<file path="src/rtl/mdio_phy_responder.sv">
// mdio_phy_responder: Clause-22 MDIO management responder (PHY side).
// MDC and MDIO are oversampled on clk. Every frame decision is taken on the
// clk in which a synchronised MDC rising edge is seen. Register reads and
// writes are handed to the fabric through rd_req / wr_valid strobes.
module mdio_phy_responder #(
  parameter logic [4:0] PHY_ADDR     = 5'd1,
  parameter bit         BCAST_WR_EN  = 1'b1,
  parameter int         PREAMBLE_MIN = 32
) (
  input  logic        clk,
  input  logic        reset,
  input  logic        mdc,
  input  logic        mdio_i,
  output logic        mdio_o,
  output logic        mdio_oe,
  output logic        rd_req,
  output logic [4:0]  rd_addr,
  input  logic [15:0] rd_data,
  output logic        wr_valid,
  output logic [4:0]  wr_addr,
  output logic [15:0] wr_data,
  output logic        busy,
  output logic [7:0]  frame_err_cnt
);

  typedef enum logic [2:0] {
    IDLE, ST, OP, PHYAD, REGAD, TA, RD_DATA, WR_DATA
  } state_t;

  localparam logic [6:0] PRE_MIN = 7'(PREAMBLE_MIN);
  localparam logic [5:0] PRE_SAT = 6'd63;

  // Synchronisers and edge detector
  logic mdc_s1_reg, mdc_s2_reg, mdc_prev_reg;
  logic mdio_s1_reg, mdio_s2_reg;
  logic rise;
  logic bit_in;

  // Frame state
  state_t      state_reg;
  logic [5:0]  pre_cnt_reg;
  logic [4:0]  bit_cnt_reg;
  logic        op_first_reg;
  logic        is_read_reg;
  logic        match_reg;
  logic [4:0]  phyad_reg;
  logic [4:0]  regad_reg;
  logic [15:0] shift_reg;

  // Registered outputs
  logic        mdio_o_reg;
  logic        mdio_oe_reg;
  logic        rd_req_reg;
  logic [4:0]  rd_addr_reg;
  logic        wr_valid_reg;
  logic [4:0]  wr_addr_reg;
  logic [15:0] wr_data_reg;
  logic [7:0]  err_cnt_reg;

  // Values including the bit being sampled on this rise
  logic [4:0]  phyad_next;
  logic [4:0]  regad_next;
  logic [15:0] wr_word_next;
  logic        phy_match;
  logic        pre_ok;
  logic        frame_error;

  // Synchronisers idle high so a reset release never fakes an MDC edge
  always_ff @(posedge clk) begin
    if (reset) begin
      mdc_s1_reg   <= 1'b1;
      mdc_s2_reg   <= 1'b1;
      mdc_prev_reg <= 1'b1;
      mdio_s1_reg  <= 1'b1;
      mdio_s2_reg  <= 1'b1;
    end else begin
      mdc_s1_reg   <= mdc;
      mdc_s2_reg   <= mdc_s1_reg;
      mdc_prev_reg <= mdc_s2_reg;
      mdio_s1_reg  <= mdio_i;
      mdio_s2_reg  <= mdio_s1_reg;
    end
  end

  assign rise   = mdc_s2_reg & ~mdc_prev_reg;
  assign bit_in = mdio_s2_reg;

  assign phyad_next   = {phyad_reg[3:0], bit_in};
  assign regad_next   = {regad_reg[3:0], bit_in};
  assign wr_word_next = {shift_reg[14:0], bit_in};

  // Broadcast address 0 is honoured for writes only
  assign phy_match = (phyad_next == PHY_ADDR) |
                     (~is_read_reg & BCAST_WR_EN & (phyad_next == 5'd0));

  // A zero preamble requirement means any '0' in IDLE starts a frame
  generate
    if (PREAMBLE_MIN == 0) begin : g_no_preamble
      assign pre_ok = 1'b1;
    end else begin : g_preamble
      assign pre_ok = ({1'b0, pre_cnt_reg} >= PRE_MIN);
    end
  endgenerate

  // Malformed-frame detection: bad ST, reserved OP, or bad write turnaround
  always_comb begin
    frame_error = 1'b0;
    if (rise) begin
      case (state_reg)
        ST:      frame_error = ~bit_in;
        OP:      frame_error = (bit_cnt_reg == 5'd1) & (op_first_reg == bit_in);
        TA:      frame_error = ~is_read_reg &
                               ((bit_cnt_reg == 5'd0) ? ~bit_in : bit_in);
        default: frame_error = 1'b0;
      endcase
    end
  end

  // Frame FSM with registered pad and fabric outputs
  always_ff @(posedge clk) begin
    if (reset) begin
      state_reg    <= IDLE;
      pre_cnt_reg  <= 6'd0;
      bit_cnt_reg  <= 5'd0;
      op_first_reg <= 1'b0;
      is_read_reg  <= 1'b0;
      match_reg    <= 1'b0;
      phyad_reg    <= 5'd0;
      regad_reg    <= 5'd0;
      shift_reg    <= 16'd0;
      mdio_o_reg   <= 1'b1;
      mdio_oe_reg  <= 1'b0;
      rd_req_reg   <= 1'b0;
      rd_addr_reg  <= 5'd0;
      wr_valid_reg <= 1'b0;
      wr_addr_reg  <= 5'd0;
      wr_data_reg  <= 16'd0;
      err_cnt_reg  <= 8'd0;
    end else begin
      rd_req_reg   <= 1'b0;
      wr_valid_reg <= 1'b0;
      if (rise) begin
        case (state_reg)
          IDLE: begin
            if (bit_in) begin
              if (pre_cnt_reg != PRE_SAT) pre_cnt_reg <= pre_cnt_reg + 6'd1;
            end else if (pre_ok) begin
              state_reg   <= ST;
              pre_cnt_reg <= 6'd0;
            end else begin
              pre_cnt_reg <= 6'd0;
            end
          end
          ST: begin
            state_reg   <= OP;
            bit_cnt_reg <= 5'd0;
          end
          OP: begin
            if (bit_cnt_reg == 5'd0) begin
              op_first_reg <= bit_in;
              bit_cnt_reg  <= 5'd1;
            end else begin
              is_read_reg <= op_first_reg;
              state_reg   <= PHYAD;
              bit_cnt_reg <= 5'd0;
            end
          end
          PHYAD: begin
            phyad_reg <= phyad_next;
            if (bit_cnt_reg == 5'd4) begin
              match_reg   <= phy_match;
              state_reg   <= REGAD;
              bit_cnt_reg <= 5'd0;
            end else begin
              bit_cnt_reg <= bit_cnt_reg + 5'd1;
            end
          end
          REGAD: begin
            regad_reg <= regad_next;
            if (bit_cnt_reg == 5'd4) begin
              if (is_read_reg & match_reg) begin
                rd_addr_reg <= regad_next;
                rd_req_reg  <= 1'b1;
              end
              state_reg   <= TA;
              bit_cnt_reg <= 5'd0;
            end else begin
              bit_cnt_reg <= bit_cnt_reg + 5'd1;
            end
          end
          TA: begin
            if (is_read_reg) begin
              // First TA rise: fabric data is ready, start driving TA bit 2
              if (match_reg) begin
                shift_reg   <= rd_data;
                mdio_oe_reg <= 1'b1;
                mdio_o_reg  <= 1'b0;
              end
              state_reg   <= RD_DATA;
              bit_cnt_reg <= 5'd0;
            end else if (bit_cnt_reg == 5'd0) begin
              bit_cnt_reg <= 5'd1;
            end else begin
              state_reg   <= WR_DATA;
              bit_cnt_reg <= 5'd0;
            end
          end
          RD_DATA: begin
            if (bit_cnt_reg == 5'd16) begin
              mdio_oe_reg <= 1'b0;
              mdio_o_reg  <= 1'b1;
              state_reg   <= IDLE;
              pre_cnt_reg <= 6'd0;
            end else begin
              if (match_reg) begin
                mdio_o_reg <= shift_reg[15];
                shift_reg  <= {shift_reg[14:0], 1'b0};
              end
              bit_cnt_reg <= bit_cnt_reg + 5'd1;
            end
          end
          WR_DATA: begin
            shift_reg <= wr_word_next;
            if (bit_cnt_reg == 5'd15) begin
              if (match_reg) begin
                wr_addr_reg  <= regad_reg;
                wr_data_reg  <= wr_word_next;
                wr_valid_reg <= 1'b1;
              end
              state_reg   <= IDLE;
              pre_cnt_reg <= 6'd0;
            end else begin
              bit_cnt_reg <= bit_cnt_reg + 5'd1;
            end
          end
          default: state_reg <= IDLE;
        endcase

        // A malformed frame overrides whatever the state decoded above
        if (frame_error) begin
          state_reg   <= IDLE;
          pre_cnt_reg <= 6'd0;
          if (err_cnt_reg != 8'hFF) err_cnt_reg <= err_cnt_reg + 8'd1;
        end
      end
    end
  end

  assign mdio_o        = mdio_o_reg;
  assign mdio_oe       = mdio_oe_reg;
  assign rd_req        = rd_req_reg;
  assign rd_addr       = rd_addr_reg;
  assign wr_valid      = wr_valid_reg;
  assign wr_addr       = wr_addr_reg;
  assign wr_data       = wr_data_reg;
  assign busy          = (state_reg != IDLE);
  assign frame_err_cnt = err_cnt_reg;

endmodule
</file>
<file path="config.mk">
export PLATFORM = sky130hd
export DESIGN_NAME = mdio_phy_responder
export DESIGN_NICKNAME = d
export VERILOG_FILES = /design/src/rtl/mdio_phy_responder.sv
export SDC_FILE = /design/constraint.sdc
export NUM_CORES = 1
export LEC_CHECK = 0
export BUFFER_PORTS_ARGS = -buffer_cell sky130_fd_sc_hd__buf_2
export CAP_MARGIN = 20
export CORE_UTILIZATION = 40
export CTS_BUF_LIST = sky130_fd_sc_hd__clkbuf_8
export DETAILED_ROUTE_END_ITERATION = 7
export PLACE_DENSITY = 0.61
export SLEW_MARGIN = 20
export SYNTH_ARGS = -nofsm -noshare
export SYNTH_HDL_FRONTEND = slang
export SYNTH_SLANG_ARGS = --single-unit
</file>
<file path="constraint.sdc">
create_clock -name clk -period 2.6 [get_ports clk]
set_clock_uncertainty 0.05 [all_clocks]
set_input_delay 0.13 -clock clk [delete_from_list [all_inputs] [get_ports clk]]
set_output_delay 0.13 -clock clk [all_outputs]
set_load 0.02 [all_outputs]
</file>
# == Word-level counts from Yosys, hierarchy flattened ==
# Index checks and enable logic that the tools add are counted.
# op_classes
addsub,3
n_lt_le_gt_ge,1
n_eq_ne,31
mux,42
n_bitwise,15
n_reduce_logical,25
# op_table
cell,count
$mux W16,4
$pmux W16 S3,1
$mux W3,10
$mux W6,5
$pmux W5 S6,1
$ne A3 B3 Y1 const B,8
$pmux W3 S8,1
$pmux W6 S3,1
$mux W5,3
$reduce_and A5 Y1,3
$mux W1,13
$eq A3 B3 Y1 const B,4
$ne A2 B2 Y1 const B,6
$reduce_and A3 Y1,4
$reduce_and A4 Y1,3
$eq A5 B1 Y1 const B,2
$logic_not A5 Y1,2
$not A1 Y1,9
$reduce_and A9 Y1,1
$add A8 B1 Y8 const B,1
$ne A4 B4 Y1 const B,2
$ne A8 B8 Y1 const B,1
$reduce_or A4 Y1,2
$add A6 B1 Y6 const B,1
21 further kinds,29
# word_totals
regBits,85
inputBits,20
output_inout_bits,39
wordCells,139

# == Depth between registers and ports, before layout ==
# logic_depth
depth_word,7
mapped_depth,9
ltp_nobuf,8

# == Worst setup path before layout ==
# Ideal clock, no wire load.
# synth_path
kind,reg-to-reg
from,reg bit_cnt_reg[0]
to,reg err_cnt_reg[4] (netlist: frame_err_cnt[4])
setup_ns,0.123
arrival_ns,1.956
required_time_ns,2.427
setup_slack_ns,0.471
path_stages_with_launch,9
path_buffers,1
period_less_slack_ns,2.129
path_cell_list,dfxtp_1 > inv_1 > ha_1 > nor4b_4 > xnor2_1 > a211oi_2 > buf_4 > nor4_1 > mux2_1
# synth_between
elab_chain_len,6
elab_cells_between_ends,8
classes_between,1 x eq/ne; 3 x mux; 2 x bitwise; 2 x reduce/logical
# synth_rtl
element,line,text
start: declaration,42,logic [4:0] bit_cnt_reg;
start signal: assignment,175,bit_cnt_reg <= bit_cnt_reg + 5'd1;
start signal: assignment,188,bit_cnt_reg <= bit_cnt_reg + 5'd1;
start signal: assignment,219,bit_cnt_reg <= bit_cnt_reg + 5'd1;
$logic_not A5 Y1,113,((bit_cnt_reg == 5'd0) ? ~bit_in : bit_in);
$mux W1,113,
$and A1 B1 Y1,112,TA: frame_error = ~is_read_reg &
$pmux W1 S3 (*),109,case (state_reg)
$mux W1 (*),108,if (rise) begin
$reduce_and A3 Y1 (no line) (*),-,
end signal: assignment,243,if (err_cnt_reg != 8'hFF) err_cnt_reg <= err_cnt_reg + 8'd1;
end: declaration,58,logic [7:0] err_cnt_reg;
# Mark *: on every way between the ends. The rest lies on a longest branch, timed or not.
# A chain may end at the register's enable or synchronous reset.

# == Worst setup path after layout ==
# layout_path
from,reg bit_cnt_reg[0]
to,reg err_cnt_reg[7] (netlist: frame_err_cnt[7])
# The elaborated chain is that of the path after synthesis.

==> impl_results.html <==
<table>
<tr><th>Metric</th><th>Value</th></tr>
<tr><th colspan="2">Route</th></tr>
<tr><td>Met3 WL post-DR</td><td>443 µm</td></tr>
<tr><td>Number of violations reported at the end of detailed-routing iteration 0</td><td>176</td></tr>
<tr><td>Post-route ant nets</td><td>0</td></tr>
<tr><td>Total wire length after detailed routing</td><td>9.66 mm</td></tr>
<tr><td>Average wire length per cell after detail routing</td><td>13.8 µm</td></tr>
<tr><td>Number of search-and-repair iterations in the first detailed-routing pass</td><td>4</td></tr>
<tr><td>Highest Signal Layer</td><td>met4</td></tr>
<tr><td>Met1 Routed Length</td><td>4.57 mm</td></tr>
<tr><td>Vias</td><td>3,752</td></tr>
<tr><td>Via-to-Cell Ratio</td><td>5.36</td></tr>
<tr><td>Met2 layer wire length in the routed design</td><td>4.51 mm</td></tr>
<tr><td>Residual DRC</td><td>0</td></tr>
<tr><th colspan="2">Global route</th></tr>
<tr><td>Initial antenna violation count</td><td>0</td></tr>
<tr><td>Total GRT Usage</td><td>19.1%</td></tr>
<tr><td>Largest net degree at the start of global routing</td><td>38</td></tr>
<tr><td>Total congestion overflow after global routing</td><td>0</td></tr>
<tr><td>Wire length of the first global-routing pass</td><td>15.9 mm</td></tr>
<tr><td>Vias in the first global route</td><td>3,407</td></tr>
<tr><th colspan="2">Floorplan</th></tr>
<tr><td>Initial cell density of the core</td><td>41.3%</td></tr>
<tr><td>Die height</td><td>102 µm</td></tr>
<tr><td>Die X-Extent</td><td>102 µm</td></tr>
<tr><td>Number of core rows</td><td>36</td></tr>
<tr><td>Num ports</td><td>59</td></tr>
<tr><td>Die Footprint</td><td>10,500 µm²</td></tr>
<tr><td>Floorplan core area</td><td>9770 µm²</td></tr>
<tr><th colspan="2">Clock network</th></tr>
<tr><td>Root Driver</td><td>sky130_fd_sc_hd__clkbuf_8</td></tr>
<tr><td>Clk pin slew, worst setup/hold paths</td><td>90 ps</td></tr>
<tr><td>Number of clock sinks</td><td>85</td></tr>
<tr><td>Clock tree from TritonCTS</td><td>built</td></tr>
<tr><td>Buffer levels on the longest clock path</td><td>2</td></tr>
<tr><td>Number of H-tree levels</td><td>3</td></tr>
<tr><td>Number of setup buffers added after CTS</td><td>0</td></tr>
<tr><td>Cts bufs inserted</td><td>9</td></tr>
<tr><td>Clock latency on the worst-skew pair</td><td>360 ps</td></tr>
<tr><th colspan="2">Power</th></tr>
<tr><td>Maximum VDD drop</td><td>272 µV</td></tr>
<tr><td>Pwr/cell area</td><td>473 nW/µm²</td></tr>
<tr><td>Leakage power of the design</td><td>1.84 nW</td></tr>
<tr><th colspan="2">Layout</th></tr>
<tr><td>Fraction of final layout cells with drive strength greater than 1</td><td>21.0%</td></tr>
<tr><td>Syn-to-layout area delta</td><td>20.9%</td></tr>
<tr><td>Total number of nets in the final design</td><td>589</td></tr>
<tr><td>Number of fill cells</td><td>956</td></tr>
<tr><td>Antenna Cells</td><td>0</td></tr>
<tr><th colspan="2">Synth</th></tr>
<tr><td>Post-synth EDFFs</td><td>0</td></tr>
<tr><td>Most used standard cells in the synthesized netlist</td><td>sky130_fd_sc_hd__nand2_1, sky130_fd_sc_hd__dfxtp_1, sky130_fd_sc_hd__a21oi_1</td></tr>
<tr><td>Fraction of the yosys area taken by sequential cells</td><td>42.1%</td></tr>
<tr><td>Average footprint of a synthesized cell</td><td>8.24 µm²</td></tr>
<tr><td>Syn Inst Count</td><td>490</td></tr>
<tr><td>Cell area after synthesis</td><td>4040 µm²</td></tr>
<tr><td>Number of synthesis warnings</td><td>0</td></tr>
<tr><td>Async set-reset flop share out of synthesis</td><td>0%</td></tr>
<tr><td>Area share of the largest cell type after synthesis</td><td>42.1%</td></tr>
<tr><td>Post-synthesis sequential element count</td><td>85</td></tr>
<tr><td>Top cell type by total area after synthesis</td><td>sky130_fd_sc_hd__dfxtp_1</td></tr>
<tr><td>Unique masters post-synth</td><td>62</td></tr>
<tr><td>Total nets after synthesis</td><td>517</td></tr>
<tr><td>Top FF cell, synth</td><td>sky130_fd_sc_hd__dfxtp_1</td></tr>
<tr><td>Most area-consuming cells after synthesis</td><td>sky130_fd_sc_hd__dfxtp_1, sky130_fd_sc_hd__nand2_1, sky130_fd_sc_hd__a21oi_1, sky130_fd_sc_hd__a311oi_1, sky130_fd_sc_hd__mux2i_1</td></tr>
<tr><td>Most frequently used cell type in the post-synthesis netlist</td><td>sky130_fd_sc_hd__nand2_1</td></tr>
<tr><th colspan="2">Status</th></tr>
<tr><td>Result of the run</td><td>complete, no violations</td></tr>
<tr><th colspan="2">Critical path</th></tr>
<tr><td>Worst-path cell with the longest stage delay</td><td>sky130_fd_sc_hd__or4_1</td></tr>
<tr><td>Reg2reg start</td><td>bit_cnt_reg[0]$_SDFFE_PP0P_</td></tr>
<tr><td>Critical path type</td><td>reg2reg</td></tr>
<tr><td>Critical path data arrival time</td><td>2570 ps</td></tr>
<tr><td>Category of the worst setup path capture point</td><td>flip-flop</td></tr>
<tr><td>Category of cells accounting for the largest share of critical-path delay</td><td>simple AND/OR/NAND/NOR gates</td></tr>
<tr><td>Bufs and invs on worst path</td><td>1</td></tr>
<tr><td>Max Fanout on Critical Path</td><td>12</td></tr>
<tr><td>WP data required</td><td>2820 ps</td></tr>
<tr><td>Worst stage delay on the critical path</td><td>560 ps</td></tr>
<tr><td>Nature of the critical path startpoint</td><td>flip-flop</td></tr>
<tr><td>Worst-path cell chain</td><td>inv_1, ha_2, nor4b_4, xnor2_2, a211oi_4, or4_1, a221oi_1</td></tr>
<tr><td>Worst Setup SP</td><td>bit_cnt_reg[0]$_SDFFE_PP0P_</td></tr>
<tr><th colspan="2">Hold path</th></tr>
<tr><td>Worst Min Path Start</td><td>reset</td></tr>
<tr><td>Min-Delay Path Class</td><td>in2reg</td></tr>
<tr><th colspan="2">Timing</th></tr>
<tr><td>Hold Vio Cnt, Final</td><td>0</td></tr>
<tr><td>Max-slew violation total from the final report</td><td>0</td></tr>
<tr><td>Max-Slew Margin vs Limit</td><td>56.0%</td></tr>
<tr><td>Transition time at the pin with the least slew margin</td><td>660 ps</td></tr>
<tr><td>Portion of the clock cycle consumed by the worst path in the final layout</td><td>90.4%</td></tr>
<tr><td>Time the final worst path needs with I/O delays and setup</td><td>2350 ps</td></tr>
<tr><td>Count of final setup violators</td><td>0</td></tr>
<tr><td>Worst setup slack after layout</td><td>249 ps</td></tr>
<tr><td>RSZ-0062 raised after global routing</td><td>false</td></tr>
<tr><td>Peak clock frequency supported by timing</td><td>0.425 GHz</td></tr>
<tr><td>Total negative slack</td><td>0 ps</td></tr>
<tr><th colspan="2">Place</th></tr>
<tr><td>Gp weighted congestion</td><td>0.870</td></tr>
<tr><td>Worst setup slack before clock tree synthesis</td><td>126 ps</td></tr>
<tr><td>IO Port Bufs</td><td>58</td></tr>
<tr><td>Half-perimeter wire length after placement</td><td>6.57 mm</td></tr>
<tr><th colspan="2">Job</th></tr>
<tr><td># Max-Cap Violations</td><td>0</td></tr>
</table>
[final cells by class]
class                           instances  area, µm²  share of cell area, %
Tap cell                              133        166                   3.41
Inverter                               12       45.0                  0.923
Sequential cell                        85       1700                   34.9
Clock buffer                           10        138                   2.82
Multi-Input combinational cell        357       2150                   44.0
Timing Repair Buffer                   97        628                   12.9
Clock inverter                          6       53.8                   1.10
[cells in the final DEF (no fill, tap or decap), types with 5 or more instances in the layout]
cell type,instances
sky130_fd_sc_hd__nand3_1,15
sky130_fd_sc_hd__mux2i_1,12
sky130_fd_sc_hd__nor4_1,6
sky130_fd_sc_hd__dfxtp_1,85
sky130_fd_sc_hd__nor3_1,8
sky130_fd_sc_hd__buf_4,21
sky130_fd_sc_hd__clkbuf_8,10
sky130_fd_sc_hd__o21ai_1,5
sky130_fd_sc_hd__and3_1,8
sky130_fd_sc_hd__inv_1,12
sky130_fd_sc_hd__nor2_1,20
sky130_fd_sc_hd__a21oi_1,62
sky130_fd_sc_hd__o21ai_0,5
sky130_fd_sc_hd__a311oi_1,17
sky130_fd_sc_hd__nor2b_1,7
sky130_fd_sc_hd__or2_2,5
sky130_fd_sc_hd__dlygate4sd3_1,18
sky130_fd_sc_hd__nand2_1,106
sky130_fd_sc_hd__buf_2,58
sky130_fd_sc_hd__or4_1,5
sky130_fd_sc_hd__ha_1,6
[routing by layer]
layer | up-vias | global-route usage [%]
met5 | - | 0
met4 | 0 | 7.58
met1 | 1766 | 25.6
li1 | 1887 | -
met2 | 87 | 29.9
met3 | 12 | 3.97
[through the flow]
step	hold slack [ps]	std cells	total power [mW]	instance area (µm²)	utilization, %
after global placement	267	666	1.40	4490	46.0
after detailed placement	268	666	1.40	4490	46.0
after floorplan	184	490	1.37	4040	-
final	239	700	2.31	4880	49.9
after CTS	246	700	2.33	4860	49.8
after global routing	264	700	2.39	4880	49.9
[repair_timing]
action	4_1_cts	5_1_grt
setup endpoints to repair	0	13
hold buffers	18	0
endpoints found under the hold margin	18	0
resized for setup	0	3
[cells by family (layout without fill, tap and decap cells)]
group,after synthesis,count (layout),share of synthesized area (%)
XOR/XNOR,2,2,0.434
multiplexers,16,16,4.09
AO/OA/AOI/OAI,120,120,19.2
adder cells (fa/ha/maj),7,7,2.17
buffers and inverters,48,125,5.05
AND/OR/NAND/NOR,212,212,26.9
flip-flops,85,85,42.1
[power by group]
| group | total, mW | internal [mW] | leakage, nW | switching [mW] |
|---|---|---|---|---|
| combinational | 0.0876 | 0.0426 | 1.06 | 0.0451 |
| clock | 0.913 | 0.388 | 0.0950 | 0.524 |
| sequential | 1.31 | 1.30 | 0.685 | 0.00244 |
[worst paths after layout]
path                                        end  depth (start not counted)  slack [ps]
hold / removal          rd_addr[4]$_SDFFE_PP0P_                          2         240
setup reg to reg  frame_err_cnt[7]$_SDFFE_PP0P_                          7         250
hold reg to reg           mdc_s2_reg$_SDFF_PP1_                          1         370
setup / recovery  frame_err_cnt[7]$_SDFFE_PP0P_                          7         250
Note: power is estimated with default switching activity, not from simulation.
